==> src/rtl/gpu_cmd_queue.sv <==
// Command queue between a host and a GPU engine.
// A small FIFO holds draw/clear commands and hands them to the GPU one at a
// time. Each command drives a registered parameter bundle plus a one-cycle
// strobe, then the queue waits for the GPU's busy flag to drop.
//
// Ports:
//   clk, reset         single rising-edge clock, async active-high reset
//   cmd_valid/ready    host offer/accept handshake
//   cmd_type           0 = draw, 1 = clear
//   cmd_flush          discard all unissued entries
//   cmd_*              command payload stored per entry
//   ctrl_*             registered payload of the command being executed
//   ctrl_draw/clear    one-cycle command strobes
//   ctrl_busy          GPU executing a command
//   queue_count        pending (unissued) entries
//   idle               nothing queued and nothing in flight
//   cmd_done           one-cycle completion pulse
module gpu_cmd_queue #(
    parameter int FB_WIDTH  = 400,
    parameter int FB_HEIGHT = 240,
    parameter int DEPTH     = 4,
    localparam int WW = $clog2(FB_WIDTH) + 2,
    localparam int HW = $clog2(FB_HEIGHT) + 2,
    localparam int CW = $clog2(DEPTH + 1)
) (
    input  logic          clk,
    input  logic          reset,
    input  logic          cmd_valid,
    output logic          cmd_ready,
    input  logic          cmd_type,
    input  logic          cmd_flush,
    input  logic [31:0]   cmd_address,
    input  logic [15:0]   cmd_address_x,
    input  logic [15:0]   cmd_address_y,
    input  logic [15:0]   cmd_image_width,
    input  logic [WW-1:0] cmd_width,
    input  logic [HW-1:0] cmd_height,
    input  logic [WW-1:0] cmd_x,
    input  logic [HW-1:0] cmd_y,
    input  logic [15:0]   cmd_clear_color,
    output logic [31:0]   ctrl_address,
    output logic [15:0]   ctrl_address_x,
    output logic [15:0]   ctrl_address_y,
    output logic [15:0]   ctrl_image_width,
    output logic [WW-1:0] ctrl_width,
    output logic [HW-1:0] ctrl_height,
    output logic [WW-1:0] ctrl_x,
    output logic [HW-1:0] ctrl_y,
    output logic [15:0]   ctrl_clear_color,
    output logic          ctrl_draw,
    output logic          ctrl_clear,
    input  logic          ctrl_busy,
    output logic [CW-1:0] queue_count,
    output logic          idle,
    output logic          cmd_done
);

    localparam int AW = $clog2(DEPTH);

    localparam logic [1:0] S_IDLE  = 2'd0;
    localparam logic [1:0] S_ISSUE = 2'd1;
    localparam logic [1:0] S_WAIT  = 2'd2;

    localparam logic [CW-1:0] FULL_CNT = CW'(DEPTH);

    typedef struct packed {
        logic          is_clear;
        logic [31:0]   address;
        logic [15:0]   address_x;
        logic [15:0]   address_y;
        logic [15:0]   image_width;
        logic [WW-1:0] width;
        logic [HW-1:0] height;
        logic [WW-1:0] x;
        logic [HW-1:0] y;
        logic [15:0]   clear_color;
    } entry_t;

    entry_t        mem_q [DEPTH];
    entry_t        wr_entry;
    entry_t        head;
    entry_t        issue_q, issue_d;
    logic [AW-1:0] wr_ptr_q, wr_ptr_d;
    logic [AW-1:0] rd_ptr_q, rd_ptr_d;
    logic [CW-1:0] count_q, count_d;
    logic [1:0]    state_q, state_d;
    logic          done_q, done_d;
    logic          full;
    logic          push;
    logic          pop;

    always_comb begin
        wr_entry             = '0;
        wr_entry.is_clear    = cmd_type;
        wr_entry.address     = cmd_address;
        wr_entry.address_x   = cmd_address_x;
        wr_entry.address_y   = cmd_address_y;
        wr_entry.image_width = cmd_image_width;
        wr_entry.width       = cmd_width;
        wr_entry.height      = cmd_height;
        wr_entry.x           = cmd_x;
        wr_entry.y           = cmd_y;
        wr_entry.clear_color = cmd_clear_color;
    end

    // Room is judged on the registered count only; a same-cycle pop never
    // frees a slot for a push. Flush blocks pushes for its whole cycle.
    assign full      = (count_q == FULL_CNT);
    assign cmd_ready = !full && !cmd_flush;
    assign push      = cmd_valid && cmd_ready;
    assign pop       = (state_q == S_IDLE) && (count_q != '0)
                       && !ctrl_busy && !cmd_flush;
    assign head      = mem_q[rd_ptr_q];

    always_comb begin
        wr_ptr_d = wr_ptr_q;
        rd_ptr_d = rd_ptr_q;
        count_d  = count_q;
        state_d  = state_q;
        done_d   = 1'b0;
        issue_d  = issue_q;

        if (cmd_flush) begin
            rd_ptr_d = wr_ptr_q;
            count_d  = '0;
        end else begin
            if (push) begin
                wr_ptr_d = wr_ptr_q + AW'(1);
            end
            if (pop) begin
                rd_ptr_d = rd_ptr_q + AW'(1);
            end
            unique case ({push, pop})
                2'b10:   count_d = count_q + CW'(1);
                2'b01:   count_d = count_q - CW'(1);
                default: count_d = count_q;
            endcase
        end

        unique case (state_q)
            S_IDLE: begin
                if (pop) begin
                    state_d = S_ISSUE;
                    issue_d = head;
                end
            end
            S_ISSUE: begin
                state_d = S_WAIT;
            end
            S_WAIT: begin
                if (!ctrl_busy) begin
                    state_d = S_IDLE;
                    done_d  = 1'b1;
                end
            end
            default: begin
                state_d = S_IDLE;
            end
        endcase
    end

    always_ff @(posedge clk) begin
        if (push) begin
            mem_q[wr_ptr_q] <= wr_entry;
        end
    end

    always_ff @(posedge clk or posedge reset) begin
        if (reset) begin
            wr_ptr_q <= '0;
            rd_ptr_q <= '0;
            count_q  <= '0;
            state_q  <= S_IDLE;
            done_q   <= 1'b0;
            issue_q  <= '0;
        end else begin
            wr_ptr_q <= wr_ptr_d;
            rd_ptr_q <= rd_ptr_d;
            count_q  <= count_d;
            state_q  <= state_d;
            done_q   <= done_d;
            issue_q  <= issue_d;
        end
    end

    assign ctrl_address     = issue_q.address;
    assign ctrl_address_x   = issue_q.address_x;
    assign ctrl_address_y   = issue_q.address_y;
    assign ctrl_image_width = issue_q.image_width;
    assign ctrl_width       = issue_q.width;
    assign ctrl_height      = issue_q.height;
    assign ctrl_x           = issue_q.x;
    assign ctrl_y           = issue_q.y;
    assign ctrl_clear_color = issue_q.clear_color;

    assign ctrl_draw   = (state_q == S_ISSUE) && !issue_q.is_clear;
    assign ctrl_clear  = (state_q == S_ISSUE) && issue_q.is_clear;
    assign queue_count = count_q;
    assign idle        = (state_q == S_IDLE) && (count_q == '0);
    assign cmd_done    = done_q;

endmodule

==> config.mk <==
export PLATFORM = sky130hd
export DESIGN_NAME = gpu_cmd_queue
export DESIGN_NICKNAME = d
export VERILOG_FILES = /design/src/rtl/gpu_cmd_queue.sv
export SDC_FILE = /design/constraint.sdc
export NUM_CORES = 1
export LEC_CHECK = 0
export ABC_AREA = 1
export CAP_MARGIN = 10
export CORE_ASPECT_RATIO = 1.5
export CORE_MARGIN = 2
export CORE_UTILIZATION = 50
export CTS_BUF_LIST = sky130_fd_sc_hd__clkbuf_16
export CTS_CLUSTER_DIAMETER = 80
export DETAILED_ROUTE_END_ITERATION = 10
export GPL_TIMING_DRIVEN = 0
export PLACE_DENSITY_LB_ADDON = 0.12
export SLEW_MARGIN = 10
export SYNTH_ARGS = -nofsm -noshare
export SYNTH_HDL_FRONTEND = slang
export SYNTH_SLANG_ARGS = --single-unit
==> constraint.sdc <==
create_clock -name clk -period 20.8 [get_ports clk]
set_clock_uncertainty 0.15 [all_clocks]
set_input_delay 2.08 -clock clk [delete_from_list [all_inputs] [get_ports clk]]
set_output_delay 2.08 -clock clk [all_outputs]
set_load 0.005 [all_outputs]
; Yosys cells after proc, flatten, opt, wreduce, memory -nomap -nowiden
; Memories as Yosys holds them, arrays and structs flattened. A register that Yosys moved wholly into a read port is not among the register bits.
; Index checks and enable logic that the tools add are counted.
[op_classes]
n_addsub = 4
n_eq_ne = 7
muxes = 11
bitwise = 1
n_reduce_logical = 20
[ops]
columns = operator, n
row1 = $logic_and 1x1->1, 8
row2 = $mux 2, 4
row3 = $pmux 2 s3, 1
row4 = $pmux 3 s2, 1
row5 = $reduce_and 2->1, 3
row6 = $reduce_bool 3->1, 2
row7 = $add 2x1->2 const B, 2
row8 = $eq 2x1->1 const B, 2
row9 = $eq 2x2->1 const B, 2
row10 = $logic_not 1->1, 4
row11 = $mux 1, 4
row12 = $ne 2x2->1 const B, 2
row13 = $add 3x1->3 const B, 1
row14 = $eq 3x3->1 const B, 1
row15 = $logic_not 3->1, 1
row16 = $mux 3, 1
row17 = $sub 3x1->3 const B, 1
row18 = $logic_not 2->1, 1
row19 = $reduce_bool 2->1, 1
row20 = $not 1->1, 1
[word_totals]
reg_bits = 10
mem_bits_rw = 556
input_bits = 144
out_inout_bits = 146
mem_count = 1
[mem_list]
columns = name, words, word_bits, read_ports, rd_ports_with_merged_regs, wr, line
row1 = mem_q, 4, 139, 1, 1, 1, 79  ; entry_t mem_q [DEPTH];

; Longest topological paths before layout
; Gate-level depths: netlist of the first run.
[depth]
ltp_word = 7
mapped_depth = 12

; Worst setup path after synthesis of the first run
; No wires, ideal clock.
[synth_path]
path_type = input to register
startpoint = in cmd_flush
endpoint = mem mem_q[0][0] (netlist bit), enable pin
arrival_time_ns = 8.434
t_required_ns = 20.011
slack_ns = 11.577
path_stages = 6
path_buffers = 1
cell_sequence = clkbuf_2 inv_2 nand2_1 nor2_4 inv_1 nor2_1
[synth_via]
elab_chain_len = 5
[synth_rtl]
columns = item, line
row1 = from (decl), 31  ; input logic cmd_flush,
row2 = $logic_not 1->1, 109  ; assign cmd_ready = !full && !cmd_flush;
row3 = $logic_and 1x1->1, 109
row4 = $logic_and 1x1->1, 110  ; assign push = cmd_valid && cmd_ready;
row5 = $mux 1, 163  ; if (push) begin
row6 = $mux 1 (implied by the code), 164  ; mem_q[wr_ptr_q] <= wr_entry;
row7 = to (decl), 79
; Every way passes these cells.

; Worst setup path in the final report of the first run
[layout_path]
startpoint = in cmd_flush
endpoint = out cmd_ready
[layout_via]
elab_chain_len = 2
[layout_rtl]
columns = item, line
row1 = $logic_not 1->1, 109
row2 = $logic_and 1x1->1, 109
row3 = to (decl), 29  ; output logic cmd_ready,
; Every way passes these cells.

==> results of run 1 <==
[synth_stat cells]
master	count
edfxtp_1	556
nand2_1	434
nor2_1	286
o21ai_0	281
buf_4	153
dfrtp_1	149
o22ai_1	139
clkbuf_1	55
buf_2	36
inv_1	17
buf_6	12
nand3_1	5
ha_1	4
a21oi_1	3
buf_1	3
inv_2	3
nor2_2	3
nor2_4	2
o21ai_1	2
a21oi_2	1
clkbuf_2	1
fa_1	1
inv_4	1
nand2_2	1
nand3_2	1
nor3_1	1
o21ai_2	1
or2_2	1
xnor2_1	1
xor2_1	1
[how the worst min path moves through the flow]
stage                                    start                   end  slack [ps]  cells after the start
after detailed placement         ctrl_width[4]         ctrl_width[4]         320                      2
after global routing            ctrl_height[8]        ctrl_height[8]         350                      2
final                                ctrl_x[4]             ctrl_x[4]         330                      2
after global placement    ctrl_clear_color[11]  ctrl_clear_color[11]         310                      2
after CTS                        ctrl_width[4]         ctrl_width[4]         330                      2
after floorplan                ctrl_address[0]       ctrl_address[0]         300                      2
[critical path, stage by stage]
cell and delay [ps]:
clkbuf_2 180, inv_2 110, nand2_1 110, inv_1 100, clkdlybuf4s50_1 510
[kinds of logic (layout without fill, tap and decap cells)]
| kind of cell | count (synthesis) | in the layout | share of synthesized area (%) |
|---|---|---|---|
| buffers and inverters | 281 | 722 | 6.45 |
| DFF | 705 | 705 | 74.6 |
| xor gates and xnor gates | 2 | 2 | 0.0640 |
| AOI/OAI and AO/OA | 427 | 427 | 8.46 |
| other | 0 | 5 | 0 |
| adders and majority gates | 5 | 5 | 0.256 |
| and+or+nand+nor | 734 | 734 | 10.2 |
[flip-flops by register name, summed over array words and instances, names as in the netlist]
register / count
mem_q: 556
ctrl_address: 32
ctrl_address_x: 16
ctrl_address_y: 16
ctrl_clear_color: 16
ctrl_image_width: 16
ctrl_width: 11
ctrl_x: 11
ctrl_height: 10
ctrl_y: 10
queue_count: 3
rd_ptr_q: 2
state_q: 2
wr_ptr_q: 2
cmd_done: 1
issue_q: 1
[metal layers]
metal  up-vias  part of all wire, %  GRT usage, %
met1      8643                   38          29.1
met5         -                0.034             0
met4         4                  2.9          9.94
met2       657                   52          42.7
li1       8214                    -             -
met3       121                  6.8          4.41
[cell type report]
cell class / count / area [um2] / share of cell area [%]
Antenna cell: 5 / 12.5 / 0.0367
Buffer: 260 / 1690 / 4.94
Clock buffer: 71 / 1780 / 5.21
Clock inverter: 52 / 384 / 1.13
Inverter: 21 / 88.8 / 0.260
Multi-Input combinational cell: 1168 / 5230 / 15.3
Sequential cell: 705 / 20400 / 59.9
Tap cell: 695 / 870 / 2.55
Timing Repair Buffer: 318 / 3630 / 10.7
[where the power goes]
part	internal, mW	switching, mW	leakage (nW)
clock network	0.683	0.518	1.09
registers	1.77	0.0985	6.93
logic	0.671	0.741	4.91
[through the flow]
step           area (um2)  hold slack, ps  utilization (%)
2_1_floorplan       27400             300                -
3_3_place_gp        31100             313             57.3
3_5_place_dp        31900             316             58.7
4_1_cts             34100             333             62.7
5_1_grt             34100             351             62.7
6_report            34100             328             62.7
==> summary.txt, run 1 <==
Fin worst setup slack: 15490 ps
Fmax: 188 MHz
Critical Path End: cmd_ready
DRC violation total after the first TritonRoute iteration: 1198
Initial antenna violation count: 8
Endpoints failing setup: 0
First drt pass iteration count: 5
Max VDD drop: 0.0000958 V
GRT Total Usage: 24.2%
Post-Syn Nets: 2303
Overflow after GRT: 0
Max Root-Sink Buffers: 3
Sum Neg Setup Slack: 0 ps
Initial Utilization: 50.4%
Clk_lat worst skew: 600 ps
First-pass GRT wire length: 104000 um
Yosys warns: 0
Fin crit period: 5310 ps
Placed Instances: 3167
CP Class: in -> out
Hpwl dp: 45200 um
Register area share after synthesis: 74.6%
Synth cell types: 30
Vias in the first global route: 18.2k
ANT nets after route: 0
Largest net degree at the start of global routing: 85
Vias/cell: 5.35
Rel. slew slack: 52.3%
Final net count: 2691
Layout cells sized above 1: 13.6%
CP arrival: 3080 ps
Crit path from: cmd_flush
Layout area overhead: 24.5%
Synth Area per Inst: 12.7 um2
Worst-Margin Slew: 715 ps
R2R setup slack: 17760 ps
Worst reg2reg endpoint: mem_q[3][51]
Yosys top cell area share: 60.9%
RSZ-0062 raised after global routing: false
Resize count post-CTS: 0
Crit Path Max Fanout: 7
Status: completed
Post-CTS setup buffers: 0
TritonCTS Buffers: 68
Most common cell after layout, fill and taps aside: edfxtp_1
IO Pins: 290
Root buf cell: clkbuf_16
DRT Wirelength: 68300 um
P_leak: 12.9 nW
Synth top area cells: edfxtp_1 61%, dfrtp_1 14%, nand2_1 5.9%
Total chip power: 4.48 mW
Routed len/inst: 20.7 um
Width of the die: 195 um
Via count: 17.6k
Most frequent cells in the layout: 556 x edfxtp_1, 434 x nand2_1, 288 x clkdlybuf4s50_1
Core Rows: 105
Cells after Synth: 2154
Hold Path Class: reg -> reg
Setup crit end kind: output port
Yosys top cell by area: edfxtp_1
Port-buffer cells: 288
Num Clock Sinks: 705
Final hold vios: 0
Critical path launch point type: input pin
CTS Hold Bufs: 0
Pre-CTS WS: 15480 ps
Seq cells post-synth: 705
R2r startpoint: queue_count[0]
Die H: 291 um
R2r worst-path depth: 10
Fill count: 4196
Final Non-Filler Cells: 3295
Critical Path RT: 18570 ps
Final worst-path cycle share: 25.5%
Drt drc: 0
Slew Limit Fails: 0
Core ar.: 54400 um2
Final GP Congestion: 0.792
Post-synthesis cell area: 27400 um2
PwrDens: 131 nW/um2
TritonCTS clock tree: yes
CTS H-tree depth: 3
Clk slew on worst S/H paths: 60 ps
DIE AREA: 56700 um2
Max Cap Viol: 0
Power figures use the tool's default switching activity.
==> inputs of run 2 (changes only) <==
==> constraint.sdc (replaced) <==
create_clock -name clk -period 5.53 [get_ports clk]
set_clock_uncertainty 0.15 [all_clocks]
set_input_delay 0.553 -clock clk [delete_from_list [all_inputs] [get_ports clk]]
set_output_delay 0.553 -clock clk [all_outputs]
set_load 0.005 [all_outputs]
==> results of run 2 <==
The final DEF is identical to that of run 1. Status: completed.
Among the figures that moved: setup slack after placement 15480 ps -> 2030 ps; setup slack after layout 15490 ps -> 2490 ps; hold slack 328 ps -> 217 ps; start point of the critical path cmd_flush -> queue_count[0]; end point of the critical path cmd_ready -> mem_q[3][51]; register-to-register setup slack 17760 ps -> 2490 ps; end point of the worst hold path ctrl_x[4] -> rd_ptr_q[0]; total power 4.48 mW -> 16.9 mW; worst IR drop on VDD 0.0000958 V -> 0.000360 V
==> inputs of run 3 (changes only) <==
==> constraint.sdc (replaced) <==
create_clock -name clk -period 3 [get_ports clk]
set_clock_uncertainty 0.15 [all_clocks]
set_input_delay 0.3 -clock clk [delete_from_list [all_inputs] [get_ports clk]]
set_output_delay 0.3 -clock clk [all_outputs]
set_load 0.005 [all_outputs]
==> summary.txt, run 3 (synthesis results as in run 1) <==
Most frequent cells in the layout: 556 x edfxtp_1, 434 x nand2_1, 288 x clkdlybuf4s50_1
Routed len/inst: 20.9 um (+0.63%)
Initial antenna violation count: 10 (+2)
Clk_lat worst skew: 600 ps (about the same)
Port-buffer cells: 288 (unchanged)
Slew Limit Fails: 0 (unchanged)
Width of the die: 195 um (unchanged)
GRT Total Usage: 24.2% (+0.037 points)
Worst-Margin Slew: 743 ps (+28.0 ps)
DRC violation total after the first TritonRoute iteration: 1043 (-13%)
R2r worst-path depth: 9 (-1)
Final hold vios: 0 (unchanged)
Die H: 291 um (unchanged)
Delay of the slowest cell on the worst path: 600 ps
P_leak: 13.0 nW (+0.42%)
IO Pins: 290 (unchanged)
Max VDD drop: 0.000545 V
Post-CTS setup buffers: 0 (unchanged)
Num Clock Sinks: 705 (unchanged)
Most flops, register: mem_q
Total chip power: 31.3 mW
First-pass GRT wire length: 104000 um (about the same)
Most common cell after layout, fill and taps aside: edfxtp_1
Hpwl dp: 45600 um (+0.86%)
DRT Wirelength: 68900 um (+0.84%)
Critical path launch point type: flop
Core Rows: 105 (unchanged)
Status: completed
Critical Path RT: 2550 ps
Vias/cell: 5.41 (+1.0%)
Final Non-Filler Cells: 3302 (+0.21%)
Fill count: 4224 (+0.67%)
Largest net degree at the start of global routing: 37 (-56%)
Initial Utilization: 50.4% (unchanged)
CP arrival: 2320 ps
Overflow after GRT: 0 (unchanged)
TritonCTS Buffers: 67 (-1.5%)
Fmax: 362 MHz
Placed Instances: 3169 (+0.063%)
Max Cap Viol: 0 (unchanged)
Clk slew on worst S/H paths: 60 ps (about the same)
Hold Path Class: in -> reg
TritonCTS clock tree: yes
Core ar.: 54400 um2 (unchanged)
Layout cells sized above 1: 13.5% (-0.065 points)
Vias in the first global route: 18.1k (-0.55%)
Crit path cell chain: nor2_2 > nand2_1 > nor3_1 > clkdlybuf4s50_1
Max Root-Sink Buffers: 3 (unchanged)
Hold Crit Depth: 1
Crit-path slowest cell: clkdlybuf4s50_1
Setup crit end kind: output port
Final GP Congestion: 0.786 (-0.80%)
PwrDens: 916 nW/um2
Final worst-path cycle share: 92.2%
Drt drc: 0 (unchanged)
Fin crit period: 2770 ps
Final net count: 2694 (+0.11%)
Endpoints failing setup: 0 (unchanged)
Rel. slew slack: 50.3% (-2.0 points)
Crit Path Max Fanout: 5
Layout area overhead: 24.8%
Root buf cell: clkbuf_16
ANT nets after route: 0 (unchanged)
First drt pass iteration count: 5 (unchanged)
DIE AREA: 56700 um2 (unchanged)
RSZ-0062 raised after global routing: false
CTS H-tree depth: 3 (unchanged)
Via count: 17.9k (+1.2%)
CP Class: reg -> out
Max reg flops: 556 (unchanged)
-- run 3: cell count changes in the layout (fill, tap and decap cells not counted), sizes merged --
cell         change
buf              +2
clkinvlp         -1
bufinv           +3
diode            +2
clkinv           -4
clkbuf           -1
inv              +4
dlygate4sd3      +2
-- run 3: cell type report --
| cell class | instances | area [um2] | share of cell area, % |
|---|---|---|---|
| Antenna cell | 7 | 17.5 | 0.0512 |
| Buffer | 260 | 1690 | 4.93 |
| Clock buffer | 70 | 1750 | 5.12 |
| Clock inverter | 54 | 487 | 1.42 |
| Inverter | 21 | 85.1 | 0.249 |
| Multi-Input combinational cell | 1168 | 5230 | 15.3 |
| Sequential cell | 705 | 20400 | 59.7 |
| Tap cell | 695 | 870 | 2.54 |
| Timing Repair Buffer | 322 | 3640 | 10.6 |
-- run 3: timing repair --
action / 4_1_cts / 5_1_grt
resized for setup: 0 / 0
endpoints found under the hold margin: 27 / 0
hold buffers: 2 / 0
-- run 3: per-stage QoR --
| stage | utilization [%] | TNS, ps | setup slack (ps) | cell area (um2) | hold WS [ps] |
|---|---|---|---|---|---|
| after floorplan | - | -362710 | -652 | 27400 | 216 |
| after global placement | 57.3 | -1654790 | -2740 | 31200 | 313 |
| after detailed placement | 58.7 | 0 | 96.7 | 31900 | 316 |
| after CTS | 62.8 | 0 | 176 | 34200 | 143 |
| after global routing | 62.9 | 0 | 102 | 34200 | 158 |
| final | 62.9 | 0 | 234 | 34200 | 172 |
-- run 3: path summary, 6_finish.rpt --
kind,start,to,slack [ps]
min in group asynchronous,reset,ctrl_width[8],560
worst min register to register,ctrl_x[0],ctrl_x[0],330
worst max-delay path,queue_count[0],idle,230
worst min-delay path,cmd_clear_color[6],mem_q[3][6],170
worst max register to register,queue_count[0],mem_q[0][32],280
max in group asynchronous,reset,ctrl_address[8],1160
-- run 3: routing by layer --
layer | part of all wire (%) | routed length, um | GRT usage, % | vias to the layer above
met3 | 7.2 | 4940 | 5.48 | 104
met4 | 2.8 | 1900 | 9.55 | 10
met5 | 0.093 | 64 | 0 | -
li1 | - | - | - | 8221
met1 | 38 | 26200 | 29.0 | 8853
met2 | 52 | 35800 | 42.3 | 671
-- run 3: critical path: cells and delay by family (launching register included) --
family                 cells  cell delay (ps)
AND/OR/NAND/NOR            3              680
buffers and inverters      1              600
flip-flops                 1              450
-- run 3: report_power, final --
group | switching [mW] | internal, mW
registers | 0.682 | 12.3
logic | 5.17 | 4.64
clock network | 3.59 | 4.95
